===== src/rtl/uart_fifo_bridge.sv =====
// Byte FIFOs between the UART CSR fields and the uart core's AXI-Stream ports:
// a CSR-filled TX FIFO draining to the core, and a core-filled RX FIFO drained by CSR reads.
module uart_fifo_bridge #(
    parameter int DEPTH_LOG2 = 4
) (
    input  logic                  clk_i,
    input  logic                  rst_n_i,
    input  logic                  tx_wr_i,
    input  logic [7:0]            tx_data_i,
    output logic                  tx_full_o,
    output logic                  tx_busy_o,
    output logic [DEPTH_LOG2:0]   tx_level_o,
    input  logic                  uart_tx_busy_i,
    output logic [7:0]            m_axis_tdata_o,
    output logic                  m_axis_tvalid_o,
    input  logic                  m_axis_tready_i,
    input  logic [7:0]            s_axis_tdata_i,
    input  logic                  s_axis_tvalid_i,
    output logic                  s_axis_tready_o,
    input  logic                  rx_rd_i,
    output logic [7:0]            rx_data_o,
    output logic                  rx_not_empty_o,
    output logic [DEPTH_LOG2:0]   rx_level_o,
    input  logic                  ovf_clr_i,
    output logic                  tx_ovf_o,
    output logic                  rx_ovf_o
);

    localparam int                   DEPTH    = 1 << DEPTH_LOG2;
    localparam logic [DEPTH_LOG2:0]  FULL_CNT = (DEPTH_LOG2 + 1)'(DEPTH);
    localparam logic [DEPTH_LOG2:0]  CNT_ONE  = (DEPTH_LOG2 + 1)'(1);
    localparam logic [DEPTH_LOG2-1:0] PTR_ONE = DEPTH_LOG2'(1);

    logic [7:0]            tx_mem_q [DEPTH];
    logic [7:0]            rx_mem_q [DEPTH];
    logic [DEPTH_LOG2-1:0] tx_wr_ptr_q, tx_wr_ptr_d, tx_rd_ptr_q, tx_rd_ptr_d;
    logic [DEPTH_LOG2-1:0] rx_wr_ptr_q, rx_wr_ptr_d, rx_rd_ptr_q, rx_rd_ptr_d;
    logic [DEPTH_LOG2:0]   tx_cnt_q, tx_cnt_d, rx_cnt_q, rx_cnt_d;
    logic                  tx_ovf_q, tx_ovf_d, rx_ovf_q, rx_ovf_d;
    logic                  rdy_q, rdy_d;

    logic tx_full, tx_empty, tx_push, tx_pop, tx_drop;
    logic rx_full, rx_empty, rx_accept, rx_push, rx_pop, rx_drop;

    // Both streams use AXI-Stream valid/ready: a byte moves on a rising edge only when
    // valid and ready are both high; valid never waits for ready, and data is stable while valid.
    // Full/empty come from the registered count, so a pop never frees room for a same-cycle push.
    always_comb begin
        tx_full   = (tx_cnt_q == FULL_CNT);
        tx_empty  = (tx_cnt_q == '0);
        tx_push   = tx_wr_i && !tx_full;
        tx_drop   = tx_wr_i && tx_full;
        tx_pop    = !tx_empty && m_axis_tready_i;

        rx_full   = (rx_cnt_q == FULL_CNT);
        rx_empty  = (rx_cnt_q == '0);
        rx_accept = s_axis_tvalid_i && rdy_q;
        rx_push   = rx_accept && !rx_full;
        rx_drop   = rx_accept && rx_full;
        rx_pop    = rx_rd_i && !rx_empty;

        tx_wr_ptr_d = tx_push ? tx_wr_ptr_q + PTR_ONE : tx_wr_ptr_q;
        tx_rd_ptr_d = tx_pop  ? tx_rd_ptr_q + PTR_ONE : tx_rd_ptr_q;
        rx_wr_ptr_d = rx_push ? rx_wr_ptr_q + PTR_ONE : rx_wr_ptr_q;
        rx_rd_ptr_d = rx_pop  ? rx_rd_ptr_q + PTR_ONE : rx_rd_ptr_q;

        tx_cnt_d = tx_cnt_q;
        if (tx_push && !tx_pop)      tx_cnt_d = tx_cnt_q + CNT_ONE;
        else if (!tx_push && tx_pop) tx_cnt_d = tx_cnt_q - CNT_ONE;

        rx_cnt_d = rx_cnt_q;
        if (rx_push && !rx_pop)      rx_cnt_d = rx_cnt_q + CNT_ONE;
        else if (!rx_push && rx_pop) rx_cnt_d = rx_cnt_q - CNT_ONE;

        // A drop in the same cycle as a clear keeps the flag set.
        tx_ovf_d = tx_drop || (tx_ovf_q && !ovf_clr_i);
        rx_ovf_d = rx_drop || (rx_ovf_q && !ovf_clr_i);
        rdy_d    = 1'b1;
    end

    always_ff @(posedge clk_i or negedge rst_n_i) begin
        if (!rst_n_i) begin
            tx_wr_ptr_q <= '0;
            tx_rd_ptr_q <= '0;
            rx_wr_ptr_q <= '0;
            rx_rd_ptr_q <= '0;
            tx_cnt_q    <= '0;
            rx_cnt_q    <= '0;
            tx_ovf_q    <= 1'b0;
            rx_ovf_q    <= 1'b0;
            rdy_q       <= 1'b0;
        end else begin
            tx_wr_ptr_q <= tx_wr_ptr_d;
            tx_rd_ptr_q <= tx_rd_ptr_d;
            rx_wr_ptr_q <= rx_wr_ptr_d;
            rx_rd_ptr_q <= rx_rd_ptr_d;
            tx_cnt_q    <= tx_cnt_d;
            rx_cnt_q    <= rx_cnt_d;
            tx_ovf_q    <= tx_ovf_d;
            rx_ovf_q    <= rx_ovf_d;
            rdy_q       <= rdy_d;
        end
    end

    // Storage is deliberately left unreset; contents behind an empty FIFO are don't-care.
    always_ff @(posedge clk_i) begin
        if (tx_push) tx_mem_q[tx_wr_ptr_q] <= tx_data_i;
        if (rx_push) rx_mem_q[rx_wr_ptr_q] <= s_axis_tdata_i;
    end

    assign tx_full_o       = tx_full;
    assign tx_level_o      = tx_cnt_q;
    assign tx_busy_o       = (tx_cnt_q != '0) || uart_tx_busy_i;
    assign m_axis_tdata_o  = tx_mem_q[tx_rd_ptr_q];
    assign m_axis_tvalid_o = !tx_empty;
    assign s_axis_tready_o = rdy_q;
    assign rx_data_o       = rx_mem_q[rx_rd_ptr_q];
    assign rx_not_empty_o  = !rx_empty;
    assign rx_level_o      = rx_cnt_q;
    assign tx_ovf_o        = tx_ovf_q;
    assign rx_ovf_o        = rx_ovf_q;

endmodule


===== config.mk =====
export PLATFORM = sky130hd
export DESIGN_NAME = uart_fifo_bridge
export DESIGN_NICKNAME = d
export VERILOG_FILES = /design/src/rtl/uart_fifo_bridge.sv
export SDC_FILE = /design/constraint.sdc
export NUM_CORES = 1
export LEC_CHECK = 0
export BUFFER_PORTS_ARGS = -buffer_cell sky130_fd_sc_hd__buf_2
export CAP_MARGIN = 40
export CORE_MARGIN = 2
export CORE_UTILIZATION = 40
export CTS_BUF_LIST = sky130_fd_sc_hd__clkbuf_8
export CTS_CLUSTER_DIAMETER = 100
export DETAILED_ROUTE_END_ITERATION = 10
export PLACE_DENSITY_LB_ADDON = 0.15
export SLEW_MARGIN = 20
export SYNTH_ARGS = -nofsm -noshare
export SYNTH_HDL_FRONTEND = slang
export SYNTH_SLANG_ARGS = --single-unit

===== constraint.sdc =====
create_clock -name clk_i -period 5.8 [get_ports clk_i]
set_input_delay 1.16 -clock clk_i [delete_from_list [all_inputs] [get_ports clk_i]]
set_output_delay 1.16 -clock clk_i [all_outputs]
set_load 0.02 [all_outputs]

==> results, run 1 <==
- The die covers just over 30000 sq um.
- Summed over all nets, the half-perimeter wirelength after detailed placement is 16470 um.
- The clock latency on the worst-skew pair is 570 ps.
- The via count of the first global-routing pass is 6389.
- For this design the static power due to leakage is 4.794 nW.
- The number of buffers on the longest clock path is 3.
- The final worst slack is approximately 1600 ps.
- The number of buffers created by CTS is around 50.
- Counting every net in the synthesized netlist gives 688.
- Yosys mapped a number of flops with a built-in enable equal to roughly 260.
- Post-CTS repair changed the size of 0 cells.
- CTS placed an instance of sky130_fd_sc_hd__clkbuf_8 at the clock tree root.
- IR analysis of the VDD net gives a maximum drop of 0.0002545 V.
- The number of hold-slack violations in the final timing report is 0.
- After clock tree synthesis, the setup repair step added 0 buffers.
- The starting DRC count in detailed routing is 495.
- From bottom edge to top edge, the die measures ~170 um.
- For this run, design rule violations remaining after detail routing come to 0.
- Setup repair after global routing left no endpoint under its margin.
- The endpoint of the worst hold path is rx_ovf_o$_DFF_PN0_.
- The total wire length after detailed routing is between 20000 and 30000 um.
- The filler cell count is 2531.
- The number of port buffers is 56.
- The launching element type of the critical path is a flip-flop.
- The logic depth of the worst register-to-register path is 10.
- Relative to the synthesized area, the layout overhead comes to 14.00%.
- Global routing finished with a remaining overflow of 0.
- By count the netlist is led by 256 x sky130_fd_sc_hd__edfxtp_1, 66 x sky130_fd_sc_hd__mux2i_1, 33 x sky130_fd_sc_hd__nand2_1.
- The part of the cycle the worst path needs is 71.98%.
- The iteration count of the initial detailed-routing pass is 5.
- Entering global routing, the biggest net connects 35 pins.
- The total via count in the routed design is approximately 6000.
- The standard cell core area is roughly 29000 sq um.
- The top-level I/O count is 57.
- The number of antenna diodes in the final layout is 0.
- The max-slew violation count is 0.
- The largest clock skew in the final design is 28.83 ps.
- In this run the power density over the cells is roughly 500 nW/um^2.
- In the routed layout, each cell is associated on average with a via count of about 5.3.
- The first global-routing pass estimated a little under 40000 um of wire.
- The synthesized design contains between 200 and 300 register bits.
- For the worst setup path, the data required time is 4640 ps.
- After technology mapping, the gate count stands at between 600 and 700.
- The worst slack at placement is roughly 2200 ps.
- After floorplanning, the core was divided into 62 placement rows.
- Each instance of the synthesized netlist takes up on average 18.14 sq um.
- Summed over all instances, the cell type with the most area after synthesis is sky130_fd_sc_hd__edfxtp_1.
- The final critical-path required period is between 4000 and 5000 ps.
- The slew of the pin with the lowest slew margin is between 700 and 800 ps.
- The data arrival time of the critical path is 3010 ps.
- Yosys mapped the design onto 42 distinct sky130hd cell types.
- CTS built an H-tree with a depth of 2.
- The starting density of the core is 40.69%.
- The clock slew at the register clock pins of the worst setup and hold paths is 60 ps.
- The kind of end point of the critical path is an output pin.
- The residual antenna-violating net count after detailed routing is 0.
- For this run, the share of the core covered by cells in the final layout is a little under half.
- The startpoint identified for the worst register-to-register timing path is tx_level_o[1]$_DFFE_PN0P_.
- The worst hold path begins at rx_ovf_o$_DFF_PN0_.
- By area the synthesized netlist is led by sky130_fd_sc_hd__edfxtp_1 66%, sky130_fd_sc_hd__dfrtp_1 6.2%, sky130_fd_sc_hd__mux4_2 6.2%.
- Of all nets on the critical path, the largest fanout is 30.
- Routability-driven placement finished with a final weighted congestion of 0.8311.
- Counting instances, the worst hold path has a depth of 1.
- After synthesis, flip-flops and latches occupy about 72% of the total area.
- The global router's overall resource usage is roughly 17%.
- The number of nets in the final layout is around 780.
- The area share of the largest cell type after synthesis is 65.82%.
- Clock tree synthesis found a total of around 290 sinks.
- The sum of negative setup slack is 0 ps.
- The worst register-to-register path ends at tx_level_o[4]$_DFFE_PN0P_.
- The peak clock frequency supported by timing is ~0.24 GHz.
- Dividing the detail-routed wire length by the instance count gives between 20 and 25 um.
- The flow ran to the end, and the final reports show no timing, DRC or antenna violations.
- In the synthesized netlist the dominant register cell turns out to be sky130_fd_sc_hd__edfxtp_1.
- In this run the register-to-register setup slack is a little under 3000 ps.
- Buffers inserted to repair hold after CTS numbered 0.
- The TritonCTS clock tree is built.
- For this run, the number of Yosys warnings is 0.
- The startpoint-to-endpoint class of the critical path is flip-flop to output pin.
- Across the run, the number of max-cap violations was 0.
- Of the cells placed in the final design, the portion with a size suffix greater than 1 is between 20% and 30%.
- Of all flip-flops after synthesis, the portion carrying an async set or reset was approximately 10%.
- Setup violations remaining at the end of the flow were counted as 0.
- The floorplan step set the die width to approximately 170 um.
- The tightest min-delay check is of the flip-flop to flip-flop type.
- Yosys instantiated no cell more often than sky130_fd_sc_hd__edfxtp_1.
- The initial antenna violation count is 0.
- In this run the tightest slew margin relative to its limit is between 40% and 50%.
- The post-synthesis cell area is between 10000 and 15000 sq um.
## layout make-up
class,count,area (sq um),share of cell area (%)
clock inverters,40,247.7,1.861
clock buffers,50,688.2,5.168
repair buffers,77,485.5,3.646
multi-input cells,314,2957,22.20
well taps,384,480.5,3.608
inverters,11,41.29,0.3101
flip-flops and latches,285,8416,63.20
## routing by layer
layer	track usage [%]	routed length [um]	vias to the layer above
met5	0	0	-
li1	-	-	2756
met1	24.94	11830	3130
met3	3.003	1292	46
met4	5.243	513	0
met2	25.74	11580	189
## sequential cells by signal, indices dropped and copies added (netlist names)
signal,cells
tx_level_o,5
rx_rd_ptr_q,4
tx_mem_q,128
tx_rd_ptr_q,4
rx_ovf_o,1
tx_ovf_o,1
s_axis_tready_o,1
rx_wr_ptr_q,4
rx_mem_q,128
tx_wr_ptr_q,4
rx_level_o,5
## stage by stage
step | cells | area, sq um | hold slack [ps] | power, mW
global placement | 1057 | 12220 | 465.4 | 4.848
floorplan | 644 | 11680 | 522.2 | 4.336
finish | 1161 | 13320 | 509.2 | 6.619
detailed placement | 1068 | 12360 | 496.3 | 4.952
global route | 1161 | 13320 | 525.4 | 6.986
CTS | 1158 | 13290 | 514.7 | 6.692
## cells by family (layout without fill, tap and decap cells)
logic type,Yosys count,after routing,share of synthesized area (%)
other,1,1,0.03211
xor gates and xnor gates,20,20,1.500
muxes,102,102,12.21
adders and majority gates,20,20,2.271
buffers and inverters,45,178,2.699
and+or+nand+nor,88,88,3.889
AOI/OAI and AO/OA,83,83,5.367
DFF,285,285,72.03
## critical path, stage by stage, from the launching register on
cell                      delay [ps]
sky130_fd_sc_hd__dfrtp_2         780
sky130_fd_sc_hd__buf_4           570
sky130_fd_sc_hd__mux4_2          560
sky130_fd_sc_hd__a22oi_1         200
sky130_fd_sc_hd__nand2_1         130
sky130_fd_sc_hd__buf_2           180
## cell usage in the layout, fill, tap and decap left out, types with 13 or more instances in the layout
cell	synthesis	routed
sky130_fd_sc_hd__a22oi_1	16	16
sky130_fd_sc_hd__mux4_2	32	32
sky130_fd_sc_hd__dfrtp_1	29	27
sky130_fd_sc_hd__ha_1	18	18
sky130_fd_sc_hd__mux2i_1	66	66
sky130_fd_sc_hd__clkbuf_8	0	50
sky130_fd_sc_hd__nand2_1	33	33
sky130_fd_sc_hd__buf_2	1	56
sky130_fd_sc_hd__nor2_1	16	16
sky130_fd_sc_hd__o21ai_0	21	21
sky130_fd_sc_hd__and2_1	13	13
sky130_fd_sc_hd__edfxtp_1	256	256
sky130_fd_sc_hd__xnor2_1	17	17
sky130_fd_sc_hd__inv_1	11	31
sky130_fd_sc_hd__buf_4	6	17
sky130_fd_sc_hd__a221oi_1	28	28
## worst max-delay path by stage
stage / startpoint / endpoint / slack, ps / cells past startpoint
3_3_place_gp: rx_rd_ptr_q[1]$_DFFE_PN0P_ / rx_data_o[2] / 2180 / 6
6_report: rx_rd_ptr_q[0]$_DFFE_PN0P_ / rx_data_o[4] / 1630 / 5
5_1_grt: rx_rd_ptr_q[0]$_DFFE_PN0P_ / rx_data_o[1] / 1420 / 6
4_1_cts: rx_rd_ptr_q[0]$_DFFE_PN0P_ / rx_data_o[4] / 1580 / 5
3_5_place_dp: s_axis_tvalid_i / rx_level_o[4]$_DFFE_PN0P_ / 2160 / 10
2_1_floorplan: s_axis_tvalid_i / rx_level_o[4]$_DFFE_PN0P_ / 2810 / 10
## where the power goes
part / switching [mW] / total (mW) / internal [mW]
Combinational: 1.26 / 2.17 / 0.910
Clock: 0.786 / 1.72 / 0.938
Sequential: 0.247 / 2.73 / 2.48
Total: 2.29 / 6.62 / 4.33
No activity file was read; power rests on OpenSTA's default activity.
==> run 2, diff against run 1 <==
clock period = 3.9 ns   (was 5.8 ns; I/O delays follow)
==> run 2 against run 1 <==
Effect of this change: cell area decreased by 0.89%; hold slack got worse by 230 ps; critical path depth up 1; sequential power grew 48%; routed wire length is 0.25% lower; die area did not move; core utilization shrank 0.41 points; clock power grew 41%; highest routed layer unchanged; clock-buffer cell count rose by 2; register-to-register slack got worse by 2000 ps; sequential share of layout area rose by 0.57 points.
==> results, run 2 (synthesized netlist as in run 1, its figures left out) <==
- The run finished with clean final reports.
- The worst vdd rail ir drop is 0.0003188 V (+25%).
- The critical path in this run is classified as flip-flop to output pin.
- The largest registers in the layout are rx_mem_q x128, tx_mem_q x128.
- The most common library cell in the layout ignoring fill and taps is sky130_fd_sc_hd__edfxtp_1.
- The part of the cycle the worst path needs is 87.77%.
- The worst setup path startpoint is tx_rd_ptr_q[0]$_DFFE_PN0P_.
- STA classifies the critical path startpoint as a flip-flop.
- The total via count in the routed design is 6044 (-1.3%).
- The number of placement rows was 62 (unchanged).
- The slew of the pin with the lowest slew margin was 801.8 ps (+2.913 ps).
- The routed length per placed instance is 21.86 um (+0.62%).
- The TritonCTS clock tree is built.
- The area of the die is 30580 sq um (unchanged).
- The overflow left after global routing is 0 (unchanged).
- The power consumption came to 9.723 mW (+47%).
- The final worst slack is 477.1 ps (-1148 ps).
- The detail-routed via count per cell is 5.251 (-0.40%).
- The endpoint of the most critical setup path is m_axis_tdata_o[3].
- The horizontal die dimension is 174.9 um (unchanged).
- The H-tree depth reported by CTS is 2 (unchanged).
- The capturing point of the worst reg2reg path is tx_level_o[4]$_DFFE_PN0P_.
- The largest clock skew in the final design was 11.68 ps (-17.15 ps).
- The beginning of the worst register-to-register path is tx_level_o[1]$_DFFE_PN0P_.
- The placer congestion estimate is 0.7962 (-4.2%).
- The number of setup violations in the final report is 0 (unchanged).
- The power density relative to cell area is 736.8 nW/um^2 (+48%).
- The clock slew at the register clock pins of the worst setup and hold paths is 60 ps (about the same).
- The residual antenna-violating net count after detailed routing was 0 (unchanged).
- The worst slew slack as a fraction of its limit is 46.35% (-0.28 points).
- The initial antenna violation count is 0 (unchanged).
- The starting DRC count in detailed routing is 443 (-11%).
- The number of nets in the final layout was 776 (-0.77%).
- The data arrival time of the critical path came to 2640 ps (-370 ps).
- In this run the worst hold path is classified as primary input to asynchronous set/reset pin.
- The leakage power summed over all cells is 4.733 nW (-1.3%).
- The maximum number of pins on one net before global-route repair is 43 (+23%).
- The clock latency on the worst-skew pair is 550 ps (-20 ps).
- The logic depth of the worst register-to-register path is 10 (unchanged).
- The max-slew violation count was 0 (unchanged).
- Timing would allow up to approximately 0.29 GHz.
- The standard cell core area came to 28700 sq um (unchanged).
- The sum of negative setup slack is 0 ps (unchanged).
- The top-level I/O count was 57 (unchanged).
- The worst endpoint required time is 3120 ps (-1520 ps).
- The CTS sink count is 285 (unchanged).
- The diode insertion count for antenna repair was 0 (unchanged).
- The global router's overall resource usage is 16.77% (-0.15 points).
- The chip height is 174.9 um (unchanged).
- The worst slack at placement came to 876.0 ps (-1284 ps).
- The hold-fix buffer count after cts is 0 (unchanged).
- The post-detailed-placement half-perimeter wirelength came to 16390 um (-0.45%).
- The final critical-path required period is 3423 ps.
- The number of buffers on the longest clock path was 3 (unchanged).
- The iteration count of the initial detailed-routing pass was 5 (unchanged).
- The total wire length after detailed routing was 25160 um (-0.25%).
- The starting density of the core is 40.69% (unchanged).
- The tree is rooted in a sky130_fd_sc_hd__clkbuf_8.
- The post-cts repair resize count is 0 (unchanged).
- Setup repair after global routing left no endpoint under its margin.
- The buffer count from post-CTS setup fixing is 0 (unchanged).
- The register-to-register path setup slack came to 900 ps (-2010 ps).
- The number of hold-slack violations in the final timing report is 0 (unchanged).
- The via count of the first global-routing pass is 6291 (-1.5%).
- The number of buffers created by CTS came to 47 (-4.1%).
- The number of port buffers is 56 (unchanged).
- The first-pass GRT wire length came to 38330 um (-1.2%).
- The worst setup path is captured at an output pin.
- In the layout the commonest cells are 256 x sky130_fd_sc_hd__edfxtp_1, 66 x sky130_fd_sc_hd__mux2i_1, 56 x sky130_fd_sc_hd__buf_2.
- The fraction of final layout cells sized beyond drive strength 1 is 23.34% (-0.60 points).
- The remaining design rule violation count is 0 (unchanged).
- The largest fanout on the critical path was 42 (+40%).
- The max-cap check violation count came to 0 (unchanged).
- The area growth from synthesis to layout is 12.98%.
==> run 2: changes by cell type in the layout (fill, tap and decap cells not counted), moves of 2 or more <==
| cell | delta |
|---|---|
| sky130_fd_sc_hd__bufinv_16 | -2 |
| sky130_fd_sc_hd__clkinv_1 | -4 |
| sky130_fd_sc_hd__buf_4 | -2 |
| sky130_fd_sc_hd__buf_12 | +2 |
| sky130_fd_sc_hd__clkbuf_8 | +2 |
| sky130_fd_sc_hd__buf_16 | -2 |
==> run 2: how the worst min path moves through the flow <==
stage / from / to / slack [ps] / cells past startpoint
finish: rst_n_i / tx_level_o[1]$_DFFE_PN0P_ / 280 / 1
global route: rst_n_i / tx_level_o[1]$_DFFE_PN0P_ / 320 / 1
CTS: rst_n_i / tx_rd_ptr_q[0]$_DFFE_PN0P_ / 280 / 1
detailed placement: tx_ovf_o$_DFF_PN0_ / tx_ovf_o$_DFF_PN0_ / 490 / 1
global placement: rx_ovf_o$_DFF_PN0_ / rx_ovf_o$_DFF_PN0_ / 460 / 1
floorplan: rst_n_i / rx_level_o[0]$_DFFE_PN0P_ / 480 / 0
==> run 2: report_power, final <==
part / total (mW) / leakage [nW] / switching [mW] / internal, mW
clock: 2.42 / 0.526 / 1.14 / 1.29
sequential: 4.05 / 2.65 / 0.367 / 3.69
combinational: 3.25 / 1.55 / 1.92 / 1.33
total: 9.72 / 4.73 / 3.42 / 6.30
==> run 2: layout make-up <==
| cell class | count | area (sq um) |
|---|---|---|
| clock buffer | 52 | 715.7 |
| clock inverter | 32 | 158.9 |
| fill | 2546 | 15510 |
| inverter | 11 | 41.29 |
| multi-input combinational | 314 | 2952 |
| sequential | 285 | 8416 |
| tap | 384 | 480.5 |
| timing repair buffer | 73 | 432.9 |
==> run 2: worst max-delay path, cell delays in order (launching register included) <==
cell and delay, ps:
sky130_fd_sc_hd__dfrtp_2 590, sky130_fd_sc_hd__buf_12 340, sky130_fd_sc_hd__mux2i_1 140, sky130_fd_sc_hd__a221oi_1 560, sky130_fd_sc_hd__a22oi_1 140, sky130_fd_sc_hd__nand2_1 120
sky130_fd_sc_hd__buf_2 170
==> run 2: through the flow <==
step	util, %	hold WS [ps]	area [sq um]	std cells
6_report	45.98	279.0	13200	1151
3_5_place_dp	42.90	488.3	12310	1066
3_3_place_gp	42.80	464.5	12280	1062
2_1_floorplan	-	484.4	11680	644
5_1_grt	45.98	316.3	13200	1151
4_1_cts	45.95	275.4	13190	1150
==> run 2: routing by layer <==
layer / vias up / track usage [%] / wire length, um
met1: 3092 / 24.77 / 12050
li1: 2741 / - / -
met2: 161 / 25.59 / 11250
met3: 50 / 3.155 / 1331
met4: 0 / 4.618 / 525
met5: - / 0 / 0
